===== config.mk =====
export PLATFORM = sky130hd
export DESIGN_NAME = lfsr_rng_param
export DESIGN_NICKNAME = d
export VERILOG_FILES = /design/src/rtl/lfsr_pkg.sv /design/src/rtl/tick_prescaler.sv /design/src/rtl/lfsr_rng_param.sv
export SDC_FILE = /design/constraint.sdc
export NUM_CORES = 1
export LEC_CHECK = 0
export CORE_MARGIN = 2
export CORE_UTILIZATION = 48
export CTS_BUF_LIST = sky130_fd_sc_hd__clkbuf_8
export DETAILED_ROUTE_END_ITERATION = 6
export GPL_ROUTABILITY_DRIVEN = 0
export PLACE_DENSITY = 0.84
export SLEW_MARGIN = 20
export SYNTH_ARGS = -nofsm -noshare
export SYNTH_HDL_FRONTEND = slang
export SYNTH_SLANG_ARGS = --single-unit
export TNS_END_PERCENT = 20

===== constraint.sdc =====
create_clock -name clk -period 2.9 [get_ports clk]
set_input_delay 0.87 -clock clk [delete_from_list [all_inputs] [get_ports clk]]
set_output_delay 0.87 -clock clk [all_outputs]
set_load 0.1 [all_outputs]

===== src/rtl/lfsr_pkg.sv =====
// Shared definitions for the parametrised LFSR generator: maximal-length tap
// masks, the default prescaler ratio and the one-step feedback function.
package lfsr_pkg;

  // One second of ticks from a 100 MHz board clock.
  localparam int unsigned DIV_100MHZ_1S = 100_000_000;

  // Maximal-length feedback masks, bit i set => state[i] feeds the XOR.
  function automatic logic [31:0] default_taps(input int unsigned width);
    logic [31:0] taps;
    case (width)
      3:       taps = 32'h0000_0006;
      4:       taps = 32'h0000_000C;
      5:       taps = 32'h0000_0014;
      6:       taps = 32'h0000_0030;
      7:       taps = 32'h0000_0060;
      8:       taps = 32'h0000_00B8;
      9:       taps = 32'h0000_0110;
      10:      taps = 32'h0000_0240;
      11:      taps = 32'h0000_0500;
      12:      taps = 32'h0000_0829;
      13:      taps = 32'h0000_100D;
      14:      taps = 32'h0000_2015;
      15:      taps = 32'h0000_6000;
      16:      taps = 32'h0000_D008;
      17:      taps = 32'h0001_2000;
      18:      taps = 32'h0002_0400;
      19:      taps = 32'h0004_0023;
      20:      taps = 32'h0009_0000;
      21:      taps = 32'h0014_0000;
      22:      taps = 32'h0030_0000;
      23:      taps = 32'h0042_0000;
      24:      taps = 32'h00E1_0000;
      25:      taps = 32'h0120_0000;
      26:      taps = 32'h0200_0023;
      27:      taps = 32'h0400_0013;
      28:      taps = 32'h0900_0000;
      29:      taps = 32'h1400_0000;
      30:      taps = 32'h2000_0029;
      31:      taps = 32'h4800_0000;
      32:      taps = 32'h8020_0003;
      default: taps = 32'h0000_00B8;
    endcase
    return taps;
  endfunction

  // Fibonacci step: shift left, feedback parity enters at bit 0, result
  // trimmed to the register width.
  function automatic logic [31:0] lfsr_next(input logic [31:0] state,
                                            input logic [31:0] taps,
                                            input int unsigned width);
    logic [32:0] mask;
    logic        fb;
    mask = (33'd1 << width) - 33'd1;
    fb   = ^(state & taps);
    return {state[30:0], fb} & mask[31:0];
  endfunction

endpackage


===== src/rtl/tick_prescaler.sv =====
// Run-time programmable divider producing a one-cycle tick every div clocks
// while enabled.
module tick_prescaler
  import lfsr_pkg::*;
#(
  parameter int unsigned          DIV_WIDTH = 27,
  parameter logic [DIV_WIDTH-1:0] DIV_RESET = DIV_WIDTH'(DIV_100MHZ_1S)
) (
  input  logic                 clk,
  input  logic                 reset,
  input  logic                 enable,
  input  logic                 div_load,
  input  logic [DIV_WIDTH-1:0] div_value,
  input  logic                 clear,
  output logic                 tick
);

  localparam logic [DIV_WIDTH-1:0] ONE = DIV_WIDTH'(1);

  logic [DIV_WIDTH-1:0] div_q;
  logic [DIV_WIDTH-1:0] cnt_q;
  logic                 at_end;

  // Terminal count detection; a reload or clear in the same cycle suppresses the tick.
  always_comb begin
    at_end = (cnt_q == div_q - ONE);
    tick   = enable & at_end & ~div_load & ~clear;
  end

  // Divide ratio and counter; a zero ratio is stored as one (tick every cycle).
  always_ff @(posedge clk or negedge reset) begin
    if (!reset) begin
      div_q <= DIV_RESET;
      cnt_q <= '0;
    end else begin
      // NOTE: registers take <= so every flop samples pre-edge values; = here would chain them.
      if (div_load)
        div_q <= (div_value == '0) ? ONE : div_value;
      if (div_load || clear)
        cnt_q <= '0;
      else if (enable)
        cnt_q <= at_end ? '0 : cnt_q + ONE;
    end
  end

endmodule


===== src/rtl/lfsr_rng_param.sv =====
// Parametrised Fibonacci LFSR random word source with prescaled ticks,
// single-step, seed reload, valid/ready output, overrun and wrap flags.
module lfsr_rng_param
  import lfsr_pkg::*;
#(
  parameter int unsigned      WIDTH       = 8,
  parameter logic [WIDTH-1:0] TAPS        = WIDTH'(default_taps(WIDTH)),
  parameter logic [WIDTH-1:0] SEED        = WIDTH'(13),
  parameter int unsigned      DIV_WIDTH   = 27,
  parameter int unsigned      DIV_DEFAULT = DIV_100MHZ_1S
) (
  input  logic                 clk,
  input  logic                 reset,
  input  logic                 enable,
  input  logic                 div_load,
  input  logic [DIV_WIDTH-1:0] div_value,
  input  logic                 seed_load,
  input  logic [WIDTH-1:0]     seed_value,
  input  logic                 step,
  output logic [WIDTH-1:0]     rnd,
  output logic                 rnd_valid,
  input  logic                 rnd_ready,
  output logic                 overrun,
  input  logic                 clr_overrun,
  output logic                 wrap
);

  localparam logic [DIV_WIDTH-1:0] DIV_RESET =
    DIV_WIDTH'((DIV_DEFAULT == 0) ? 1 : DIV_DEFAULT);

  logic             tick;
  logic             adv;
  logic             overrun_set;
  logic [WIDTH-1:0] state_q;
  logic [WIDTH-1:0] seed_ref_q;
  logic [WIDTH-1:0] next_raw;
  logic [WIDTH-1:0] next_word;
  logic [WIDTH-1:0] load_word;
  logic             valid_q;
  logic             overrun_q;
  logic             wrap_q;

  tick_prescaler #(
    .DIV_WIDTH (DIV_WIDTH),
    .DIV_RESET (DIV_RESET)
  ) u_prescaler (
    .clk       (clk),
    .reset     (reset),
    .enable    (enable),
    .div_load  (div_load),
    .div_value (div_value),
    .clear     (seed_load),
    .tick      (tick)
  );

  // Next word with lock-up guard, seed substitution and advance request.
  always_comb begin
    // NOTE: each always_comb output is assigned on every path, so no latch can be inferred.
    next_raw    = WIDTH'(lfsr_next(32'(state_q), 32'(TAPS), WIDTH));
    next_word   = (next_raw == '0) ? SEED : next_raw;
    load_word   = (seed_value == '0) ? SEED : seed_value;
    adv         = tick | step;
    overrun_set = adv & ~seed_load & valid_q & ~rnd_ready;
  end

  // LFSR state, seed reference, output valid and wrap pulse; seed load beats advance.
  always_ff @(posedge clk or negedge reset) begin
    if (!reset) begin
      state_q    <= SEED;
      seed_ref_q <= SEED;
      valid_q    <= 1'b0;
      wrap_q     <= 1'b0;
    end else if (seed_load) begin
      state_q    <= load_word;
      seed_ref_q <= load_word;
      valid_q    <= 1'b0;
      wrap_q     <= 1'b0;
    end else if (adv) begin
      state_q    <= next_word;
      valid_q    <= 1'b1;
      wrap_q     <= (next_word == seed_ref_q);
    end else begin
      wrap_q     <= 1'b0;
      if (valid_q && rnd_ready)
        valid_q  <= 1'b0;
    end
  end

  // Sticky overrun: set has priority over clear.
  always_ff @(posedge clk or negedge reset) begin
    if (!reset)
      overrun_q <= 1'b0;
    else
      overrun_q <= overrun_set | (overrun_q & ~clr_overrun);
  end

  assign rnd       = state_q;
  assign rnd_valid = valid_q;
  assign overrun   = overrun_q;
  assign wrap      = wrap_q;

endmodule


Word-level counts from Yosys, hierarchy flattened
Index checks and enable logic that the tools add are counted.
W data, S select, Z words.
{"block": "op_classes", "add_sub_neg": 2, "n_eq_ne": 2, "mux": 13, "n_bitwise": 13, "n_reduce_logical": 9}
{"op": "$mux W27", "count": 4}
{"op": "$mux W8", "count": 4}
{"op": "$reduce_xor A32 Y1", "count": 1}
{"op": "$add A27 B1 Y27 const B", "count": 1}
{"op": "$eq A27 B27 Y1", "count": 1}
{"op": "$logic_not A27 Y1", "count": 1}
{"op": "$sub A27 B1 Y27 const B", "count": 1}
{"op": "$logic_not A8 Y1", "count": 2}
{"op": "$eq A8 B8 Y1", "count": 1}
{"op": "$and A1 B1 Y1", "count": 7}
{"op": "$mux W1", "count": 5}
{"op": "$not A1 Y1", "count": 4}
{"op": "$reduce_bool A2 Y1", "count": 2}
{"op": "$reduce_bool A3 Y1", "count": 1}
{"op": "$or A1 B1 Y1", "count": 2}
{"op": "$logic_and A1 B1 Y1", "count": 1}
{"op": "$logic_or A1 B1 Y1", "count": 1}
{"block": "totals", "register_bits": 73, "input_bits": 43, "out_inout_bits": 11}

Depth between registers and ports, before layout
Gate-level depths: netlist of the first run.
{"block": "depth", "depth_word": 10, "mapped_depth": 11, "ltp_nobuf": 10}

By module
A second synthesis of the first run with hierarchy kept.
{"block": "hier_totals", "cells_unflattened": 503, "hier_area_um2": 4764.6}
{"mod": "tick_prescaler", "instances": 1, "cells_per_inst": 380, "area_each_um2": 3590.9, "seq_area_each_um2": 1366.3}
{"mod": "lfsr_rng_param", "instances": 1, "cells_per_inst": 123, "area_each_um2": 1173.6, "seq_area_each_um2": 483.0}

Worst setup path after synthesis of the first run
OpenSTA, ideal clock, no wires.
{"block": "synth_path", "path_type": "register -> register", "from": "reg u_prescaler.div_q[6]", "to": "reg u_prescaler.cnt_q[21]", "setup_time_ps": 101, "arrival_ps": 2779, "setup_slack_ps": 21, "path_stages_with_launch": 11, "n_path_buf": 2, "period_less_slack_ps": 2879, "path_cell_list": "dfrtp_1 > buf_6 > or4_4 > or4_1 > a2111o_1 > a32oi_1 > nand2_1 > nand4_2 > nand2_2 > buf_6 > o311ai_2"}
{"block": "synth_via", "elab_chain_len": 5}
{"item": "start, declared", "line_no": "tick_prescaler.sv:20", "text": "logic [DIV_WIDTH-1:0] div_q;"}
{"item": "start signal, assigned", "line_no": "tick_prescaler.sv:38", "text": "div_q <= (div_value == '0) ? ONE : div_value;"}
{"item": "$sub A27 B1 Y27", "line_no": "tick_prescaler.sv:26", "text": "at_end = (cnt_q == div_q - ONE);"}
{"item": "$eq A27 B27 Y1", "line_no": "tick_prescaler.sv:26"}
{"item": "$mux W27", "line_no": "tick_prescaler.sv:42", "text": "cnt_q <= at_end ? '0 : cnt_q + ONE;"}
{"item": "$mux W27", "line_no": "tick_prescaler.sv:41", "text": "else if (enable)"}
{"item": "$mux W27", "line_no": "tick_prescaler.sv:39", "text": "if (div_load || clear)"}
{"item": "end signal, assigned", "line_no": "tick_prescaler.sv:42"}
{"item": "end, declared", "line_no": "tick_prescaler.sv:21", "text": "logic [DIV_WIDTH-1:0] cnt_q;"}
No other way between the ends. The select of a mux whose other input is x is not followed.
A chain may end at the register's enable or synchronous reset.

Final worst setup path of the first run
{"block": "layout_path", "from": "reg u_prescaler.div_q[7]", "to": "reg u_prescaler.cnt_q[8]"}
Same word-level chain as after synthesis.

==> results.md, run 1 <==
* Post-synth EDFFs at 0
* Io pins at 54
* Hold_ws at 0.5316 ns
* # nets final at 639
* Clk_lat worst skew at 0.36 ns
* Synth area leaders: dfrtp_1, dfstp_2, mux2_2, xnor2_1, o311ai_2
* Initial antenna violation count at 0
* Slew @ Worst Pin at 0.9510 ns
* First-pass GRT wire length at 21650 µm
* DR vias at 4577
* Status: finished, violations left
* Synth cell types at 68
* Input/output buffers at 53
* Crit path max-delay family: simple AND/OR/NAND/NOR gates
* Leakage at 2.323 nW
* CP Cell Sequence: or4_4 > or4_1 > a2111o_1 > a32oi_2 > nand2_1 > nand4_2 > nand2_2 > buf_6 > o311ai_2
* Crit path kind: reg -> reg
* Root Buffer: clkbuf_8
* Diodes inserted at 0
* Synth Net Count at 555
* Fraction of layout cells with a size suffix above 1 at 29.88%
* Tot GR Track Use at 24.33%
* Die width at 104.0 µm
* Post-Syn Area at 4805 µm²
* Area growth syn-to-layout at 28.46%
* Clock Path Buffers at 2
* Maximum vdd drop at 0.2524 mV
* Power density over the cells at 447.4 nW/µm²
* Initial Utilization at 49.38%
* Endpoint class of the critical path: flip-flop
* Clock tree from TritonCTS: built
* Post-synthesis register bit count at 73
* Synth area leader: dfrtp_1
* Ys flop type: dfrtp_1
* Detailed Place HPWL at 9294 µm
* Setup TNS at -0.2199 ns
* Tmin final at 2.935 ns
* Launching point of the worst reg2reg path: u_prescaler.div_q[7]
* Vias in the first global route at 4440
* GRT Residual Overflow at 0
* Failing checks: negative setup slack
* Max incr delay on CP at 0.55 ns
* Clk sinks at 73
* FILL cells at 723
* Num CTS Buffers at 9
* Final period util at 101.2%
* DRT Pass-1 Iters at 5
* DIE AREA at 10830 µm²
* Share of async-settable or async-resettable flops after synthesis at 100.0%
* Largest net degree at the start of global routing at 74
* Floorplan row count at 36
* 1st-iter DRT viols at 356
* H-tree levels at 3
* Reg2Reg Setup Slack at -0.04 ns
* Synthesized netlist cell count at 510
* Crit path required time at 3.16 ns
* Crit path max-delay cell type: or4_4
* Clock Skew at 0.009173 ns
* Core area at 9729 µm²
* Setup Viol. Count Final at 13
* CP Data Arrival Time at 3.19 ns
* Post-detailed-route wirelength per cell at 18.63 µm
* Max Clk Rate at 0.3407 GHz
* CP bufs+invs at 1
* Residual DRC count at 0
* CTS clk-pin slew, worst paths at 0.08 ns
* Die height at 104.0 µm
* Max FO, Critical Path at 11
* Crit. path cell count at 9
* Max-slew violation count at 0
* CP Launch Type: flip-flop
* Seq/Total Area, Yosys at 38.49%
* Top cell type's share of synthesized area at 28.65%
* Final wirelength at 13640 µm
* Warnings, synthesis at 0
* R2R Path End: u_prescaler.cnt_q[8]
* Max_slew headroom at 36.25%
* Min-Delay Path Class: in -> async
* Post-route setup slack at -0.03536 ns
* Vias per cell at 6.253
* # hold bufs at CTS at 0
* FF-to-FF path depth at 9
* Syn avg cell area at 9.421 µm²
* Post-route ant nets at 0
* Max Cap Viol at 0
* Hold Fails Final Rpt at 0
* RSZ-0062 raised after global routing: yes
state kept, by name, summed over array words and instances, names as in the netlist:
| register | count |
|---|---|
| u_prescaler.cnt_q | 27 |
| u_prescaler.div_q | 27 |
| rnd | 8 |
| seed_ref_q | 8 |
| overrun | 1 |
| rnd_valid | 1 |
| wrap | 1 |
Yosys cell counts, types with 5 or more instances:
cell type	n
dfrtp_1	55
buf_2	5
a211oi_1	5
nand3_1	23
inv_1	15
xnor2_1	25
mux2_2	30
nor2_1	20
o311ai_2	10
a21oi_1	15
a21bo_2	5
clkbuf_1	18
nand2b_1	7
a31oi_1	13
nor3_1	16
dfstp_2	18
nor2b_1	9
nand2_1	38
and2_1	8
xor2_1	15
o31ai_1	5
or3_1	10
o21ai_0	21
and3_1	6
nor4_1	18
nand4_1	25
metrics by stage:
step                      utilization [%]  total power [W]  setup slack [ns]  instance area, µm²  instances
after floorplan                         -         0.001559           0.02071                4805        510
after global placement              58.18         0.001765           0.02878                5660        708
after detailed placement            58.18         0.001790         -0.003454                5660        708
after CTS                           60.67         0.002713          -0.02927                5903        724
after global routing                63.44         0.002865           -0.2519                6172        732
final                               63.44         0.002761          -0.03536                6172        732
cells in the final DEF, fill, tap and decap left out, drive strengths merged, types with 3 or more instances in the layout:
| master | synthesis | routed |
|---|---|---|
| buf | 13 | 63 |
| dfrtp | 55 | 55 |
| clkdlybuf4s50 | 0 | 41 |
| nand2 | 39 | 39 |
| mux2 | 30 | 30 |
| nand4 | 26 | 26 |
| xnor2 | 25 | 25 |
| nand3 | 23 | 23 |
| o21ai | 21 | 21 |
| nor2 | 20 | 20 |
| nor4 | 19 | 19 |
| dfstp | 18 | 18 |
| nor3 | 17 | 17 |
| inv | 15 | 16 |
| xor2 | 15 | 15 |
| a21oi | 15 | 15 |
| o311ai | 15 | 15 |
| a31oi | 13 | 13 |
| clkbuf | 18 | 11 |
| or3 | 10 | 10 |
| and2 | 10 | 10 |
| nor2b | 9 | 9 |
| nand2b | 7 | 7 |
| and3 | 6 | 6 |
| o31ai | 6 | 6 |
| a211oi | 5 | 5 |
| a21bo | 5 | 5 |
| or4 | 5 | 5 |
| nand4b | 4 | 4 |
| nand3b | 3 | 3 |
| a21o | 3 | 3 |
| o21a | 3 | 3 |
| o22ai | 3 | 3 |
routing by layer:
metal / global-route usage, % / wire length [µm]
met5: 0 / 0
met4: 11.29 / 293
met3: 3.070 / 728
met2: 42.11 / 6975
met1: 30.25 / 5640
report_power, final:
group / internal [W] / switching, W / total [W]
Sequential: 0.00110 / 0.0000858 / 0.00119
Combinational: 0.000281 / 0.000359 / 0.000640
Clock: 0.000529 / 0.000405 / 0.000933
Total: 0.00191 / 0.000849 / 0.00276
how the worst max path moves through the flow:
stage | from | endpoint | slack, ns
4_1_cts | u_prescaler.div_q[6] | u_prescaler.cnt_q[6] | -0.03
5_1_grt | u_prescaler.div_q[0] | rnd[6] | -0.25
3_3_place_gp | u_prescaler.div_q[6] | u_prescaler.cnt_q[20] | 0.03
6_report | u_prescaler.div_q[7] | u_prescaler.cnt_q[8] | -0.04
2_1_floorplan | u_prescaler.div_q[6] | u_prescaler.cnt_q[21] | 0.02
3_5_place_dp | u_prescaler.div_q[6] | u_prescaler.cnt_q[20] | -0.003
logic make-up after synthesis:
logic type | after synthesis | synth area share (%)
AOI/OAI and AO/OA | 110 | 17.76
buffers and inverters | 46 | 4.270
DFF | 73 | 38.49
muxes | 32 | 7.448
xor gates and xnor gates | 40 | 7.292
adders and majority gates | 2 | 0.5208
and+or+nand+nor | 207 | 24.22
final cells by class:
type	count	area [µm²]	area share [%]
sequential	73	1853	30.02
multi-input combinational	391	2943	47.68
clock inverter	5	78.83	1.277
inverter	15	56.30	0.9122
timing repair buffer	104	923.4	14.96
tap	133	166.4	2.696
clock buffer	11	151.4	2.453
repair_timing:
action / CTS / global route
resized for setup: 3 / 42
setup endpoints to repair: 16 / 37
cloned: 0 / 1
pin swaps: 0 / 12
setup buffers: 0 / 7
No activity file was read; power rests on OpenSTA's default activity.
==> inputs of run 2 (changes only) <==
--- a/config.mk
+++ b/config.mk
@@ -10,7 +10,7 @@
 export CTS_BUF_LIST = sky130_fd_sc_hd__clkbuf_8
 export DETAILED_ROUTE_END_ITERATION = 6
 export GPL_ROUTABILITY_DRIVEN = 0
-export PLACE_DENSITY = 0.84
+export PLACE_DENSITY = 0.71
 export SLEW_MARGIN = 20
 export SYNTH_ARGS = -nofsm -noshare
 export SYNTH_HDL_FRONTEND = slang
==> run 2 against run 1 <==
The flow still finishes with violations (negative setup slack); register-to-register slack got worse by 0.07 ns; critical path depth increased by 3; critical endpoint is now u_prescaler.cnt_q[17]; clock power decreased by 2%; design area increased by 1.9%; combinational power about the same; largest cell class unchanged; wire length decreased by 2.4%; fmax decreased by 2.3%; final cell count increased by 0.68%.
==> results.md, run 2 (synthesis gave the netlist of run 1 again) <==
* Status: finished, violations left (unchanged)
* Failing checks: negative setup slack (unchanged)
* CP Cell Sequence: inv_1 > ha_2 > nor4b_2 > nand4_1 > buf_4 > o21ai_1 > nand4b_1 > nor4_4 > nand4_4 > clkbuf_16 > nand4_1 > o311ai_4 (was or4_4 > or4_1 > a2111o_1 > a32oi_2 > nand2_1 > nand4_2 > nand2_2 > buf_6 > o311ai_2)
* Clock Skew at 0.01416 ns (was 0.009173 ns)
* Crit path kind: reg -> reg (unchanged)
* Max_slew headroom at 35.34% (was 36.25%)
* Io pins at 54 (unchanged)
* Hold_ws at 0.5125 ns (was 0.5316 ns)
* Crit path max-delay cell type: dfrtp_1 (was or4_4)
* Commonest non-fill, non-tap cell in the layout: buf_4 (unchanged)
* RSZ-0062 raised after global routing: yes (unchanged)
* Input/output buffers at 53 (unchanged)
* Final period util at 103.6% (was 101.2%)
* GRT Residual Overflow at 0 (unchanged)
* Area growth syn-to-layout at 30.91% (was 28.46%)
* Met2 wire length at 6602 µm (was 6975 µm)
* Critical path origin: u_prescaler.div_q[1] (was u_prescaler.div_q[7])
* DIE AREA at 10830 µm² (unchanged)
* Biggest regs: u_prescaler.cnt_q x27, u_prescaler.div_q x27 (unchanged)
* CP Launch Type: flip-flop (unchanged)
* Residual DRC count at 0 (unchanged)
* Hold Fails Final Rpt at 0 (unchanged)
* Clk_lat worst skew at 0.37 ns (was 0.36 ns)
* Vias per cell at 6.159 (was 6.253)
* Largest net degree at the start of global routing at 48 (was 74)
* Top sig layer: met4 (unchanged)
* Min-Delay Path Class: in -> async (unchanged)
* Fraction of layout cells with a size suffix above 1 at 29.64% (was 29.88%)
* Leakage at 2.409 nW (was 2.323 nW)
* Post-detailed-route wirelength per cell at 18.05 µm (was 18.63 µm)
* Diodes inserted at 0 (unchanged)
* Clock Path Buffers at 2 (unchanged)
* CP bufs+invs at 3 (was 1)
* Max incr delay on CP at 0.42 ns (was 0.55 ns)
* Total power at 0.002736 W (was 0.002761 W)
* Final wirelength at 13300 µm (was 13640 µm)
* Register area at 1849 µm² (was 1853 µm²)
* Post-route setup slack at -0.1037 ns (was -0.03536 ns)
* 1st-iter DRT viols at 289 (was 356)
* Detailed Place HPWL at 9213 µm (was 9294 µm)
* Floorplan row count at 36 (unchanged)
* Launching point of the worst reg2reg path: u_prescaler.div_q[1] (was u_prescaler.div_q[7])
* H-tree levels at 3 (unchanged)
* Cell mode on critical path: nand4_1
* Setup WS pre-CTS at -0.04382 ns (was -0.003454 ns)
* Crit path required time at 3.13 ns (was 3.16 ns)
* Vias in the first global route at 4326 (was 4440)
* FILL cells at 799 (was 723)
* Power density over the cells at 435.0 nW/µm² (was 447.4 nW/µm²)
* Tot GR Track Use at 24.40% (was 24.33%)
* Max FO, Critical Path at 5 (was 11)
* Initial Utilization at 49.38% (unchanged)
* Root Buffer: clkbuf_8 (unchanged)
* CTS clk-pin slew, worst paths at 0.08 ns (about the same)
* Tmin final at 3.004 ns (was 2.935 ns)
* Most frequent cells in the layout: buf_4, dfrtp_1, clkdlybuf4s50_1 (unchanged)
* Clock tree from TritonCTS: built (unchanged)
* Crit path max-delay family: simple AND/OR/NAND/NOR gates (unchanged)
* Max-slew violation count at 0 (unchanged)
* CP Data Arrival Time at 3.24 ns (was 3.19 ns)
* DRT Pass-1 Iters at 5 (unchanged)
* Initial antenna violation count at 0 (unchanged)
* Max Clk Rate at 0.3329 GHz (was 0.3407 GHz)
* Post-route ant nets at 0 (unchanged)
* Num CTS Buffers at 9 (unchanged)
* Setup Viol. Count Final at 31 (was 13)
* Footprint of the multi-input gates at 2947 µm² (was 2943 µm²)
* WL met1 at 5816 µm (was 5640 µm)
* Endpoint class of the critical path: flip-flop (unchanged)
* Core area at 9729 µm² (unchanged)
* # nets final at 644 (was 639)
* DR vias at 4539 (was 4577)
* Met3 wire len at 591 µm (was 728 µm)
* Die width at 104.0 µm (unchanged)
* Die height at 104.0 µm (unchanged)
* Max Cap Viol at 0 (unchanged)
* First-pass GRT wire length at 21560 µm (was 21650 µm)
* # hold bufs at CTS at 0 (unchanged)
* Clk sinks at 73 (unchanged)
* Slew @ Worst Pin at 0.9646 ns (was 0.9510 ns)
* Maximum vdd drop at 0.2946 mV (was 0.2524 mV)
==> run 2: changes by cell type in the layout (fill, tap and decap cells not counted), sizes merged <==
cell	previous run	this run
buf	63	65
clkbuf	11	14
clkinvlp	2	0
inv	16	18
==> run 2: repair_timing <==
action                                  in CTS  in global routing
setup buffers                                2                  2
endpoints found under the setup margin      23                 38
gates cloned                                 1                  4
pin swaps                                    7                 15
gates resized for setup                      9                 34
==> run 2: worst paths after layout <==
check / end / slack [ns] / cells past startpoint
worst max register to register: u_prescaler.cnt_q[17] / -0.10 / 12
worst max-delay path: u_prescaler.cnt_q[17] / -0.10 / 12
min in group clk: seed_ref_q[2] / 0.54 / 1
worst min register to register: seed_ref_q[2] / 0.54 / 1
max in group asynchronous: seed_ref_q[2] / 1.65 / 2
worst min-delay path: u_prescaler.div_q[1] / 0.51 / 1
==> run 2: power breakdown <==
| group | total, W | switching, W | internal (W) |
|---|---|---|---|
| registers | 0.00118 | 0.0000799 | 0.00110 |
| logic | 0.000638 | 0.000355 | 0.000283 |
| clock network | 0.000917 | 0.000394 | 0.000523 |
| total | 0.00274 | 0.000829 | 0.00191 |
==> run 2: metal layers <==
metal,GRT usage (%),vias to the layer above
met5,0,-
met3,2.694,29
met1,33.29,2263
li1,-,2101
met4,9.266,0
met2,40.04,146
==> run 2: area by class of cell <==
class                   count  area share, %
well taps                 133          2.646
clock buffers              11          2.407
clock inverters             5          1.134
flip-flops and latches     73          29.40
repair buffers            109          16.67
inverters                  15         0.8952
multi-input cells         391          46.85
==> run 2: worst register-to-register path, cell delays in order (launching register included) <==
cell       delay [ns]
dfrtp_1          0.42
inv_1            0.10
ha_2             0.22
nor4b_2          0.23
nand4_1          0.22
buf_4            0.21
o21ai_1          0.14
nand4b_1         0.16
nor4_4           0.37
nand4_4          0.28
clkbuf_16        0.26
nand4_1          0.15
o311ai_4         0.12
==> run 2: per-stage QoR <==
step           util, %  cells  setup TNS [ns]  instance area (µm²)
6_report         64.65    737          -1.790                 6290
2_1_floorplan        -    510               0                 4805
3_5_place_dp     58.74    712         -0.4297                 5715
3_3_place_gp     58.74    712               0                 5715
5_1_grt          64.65    737          -6.998                 6290
4_1_cts          61.91    731               0                 6023
==> inputs of run 3 (changes only) <==
--- a/config.mk
+++ b/config.mk
@@ -5,6 +5,7 @@
 export SDC_FILE = /design/constraint.sdc
 export NUM_CORES = 1
 export LEC_CHECK = 0
+export ABC_CLOCK_PERIOD_IN_PS = 2900
 export CORE_MARGIN = 2
 export CORE_UTILIZATION = 48
 export CTS_BUF_LIST = sky130_fd_sc_hd__clkbuf_8
==> results of run 3 <==
Same layout as run 2: the final DEF is identical, and so are final timing and power.
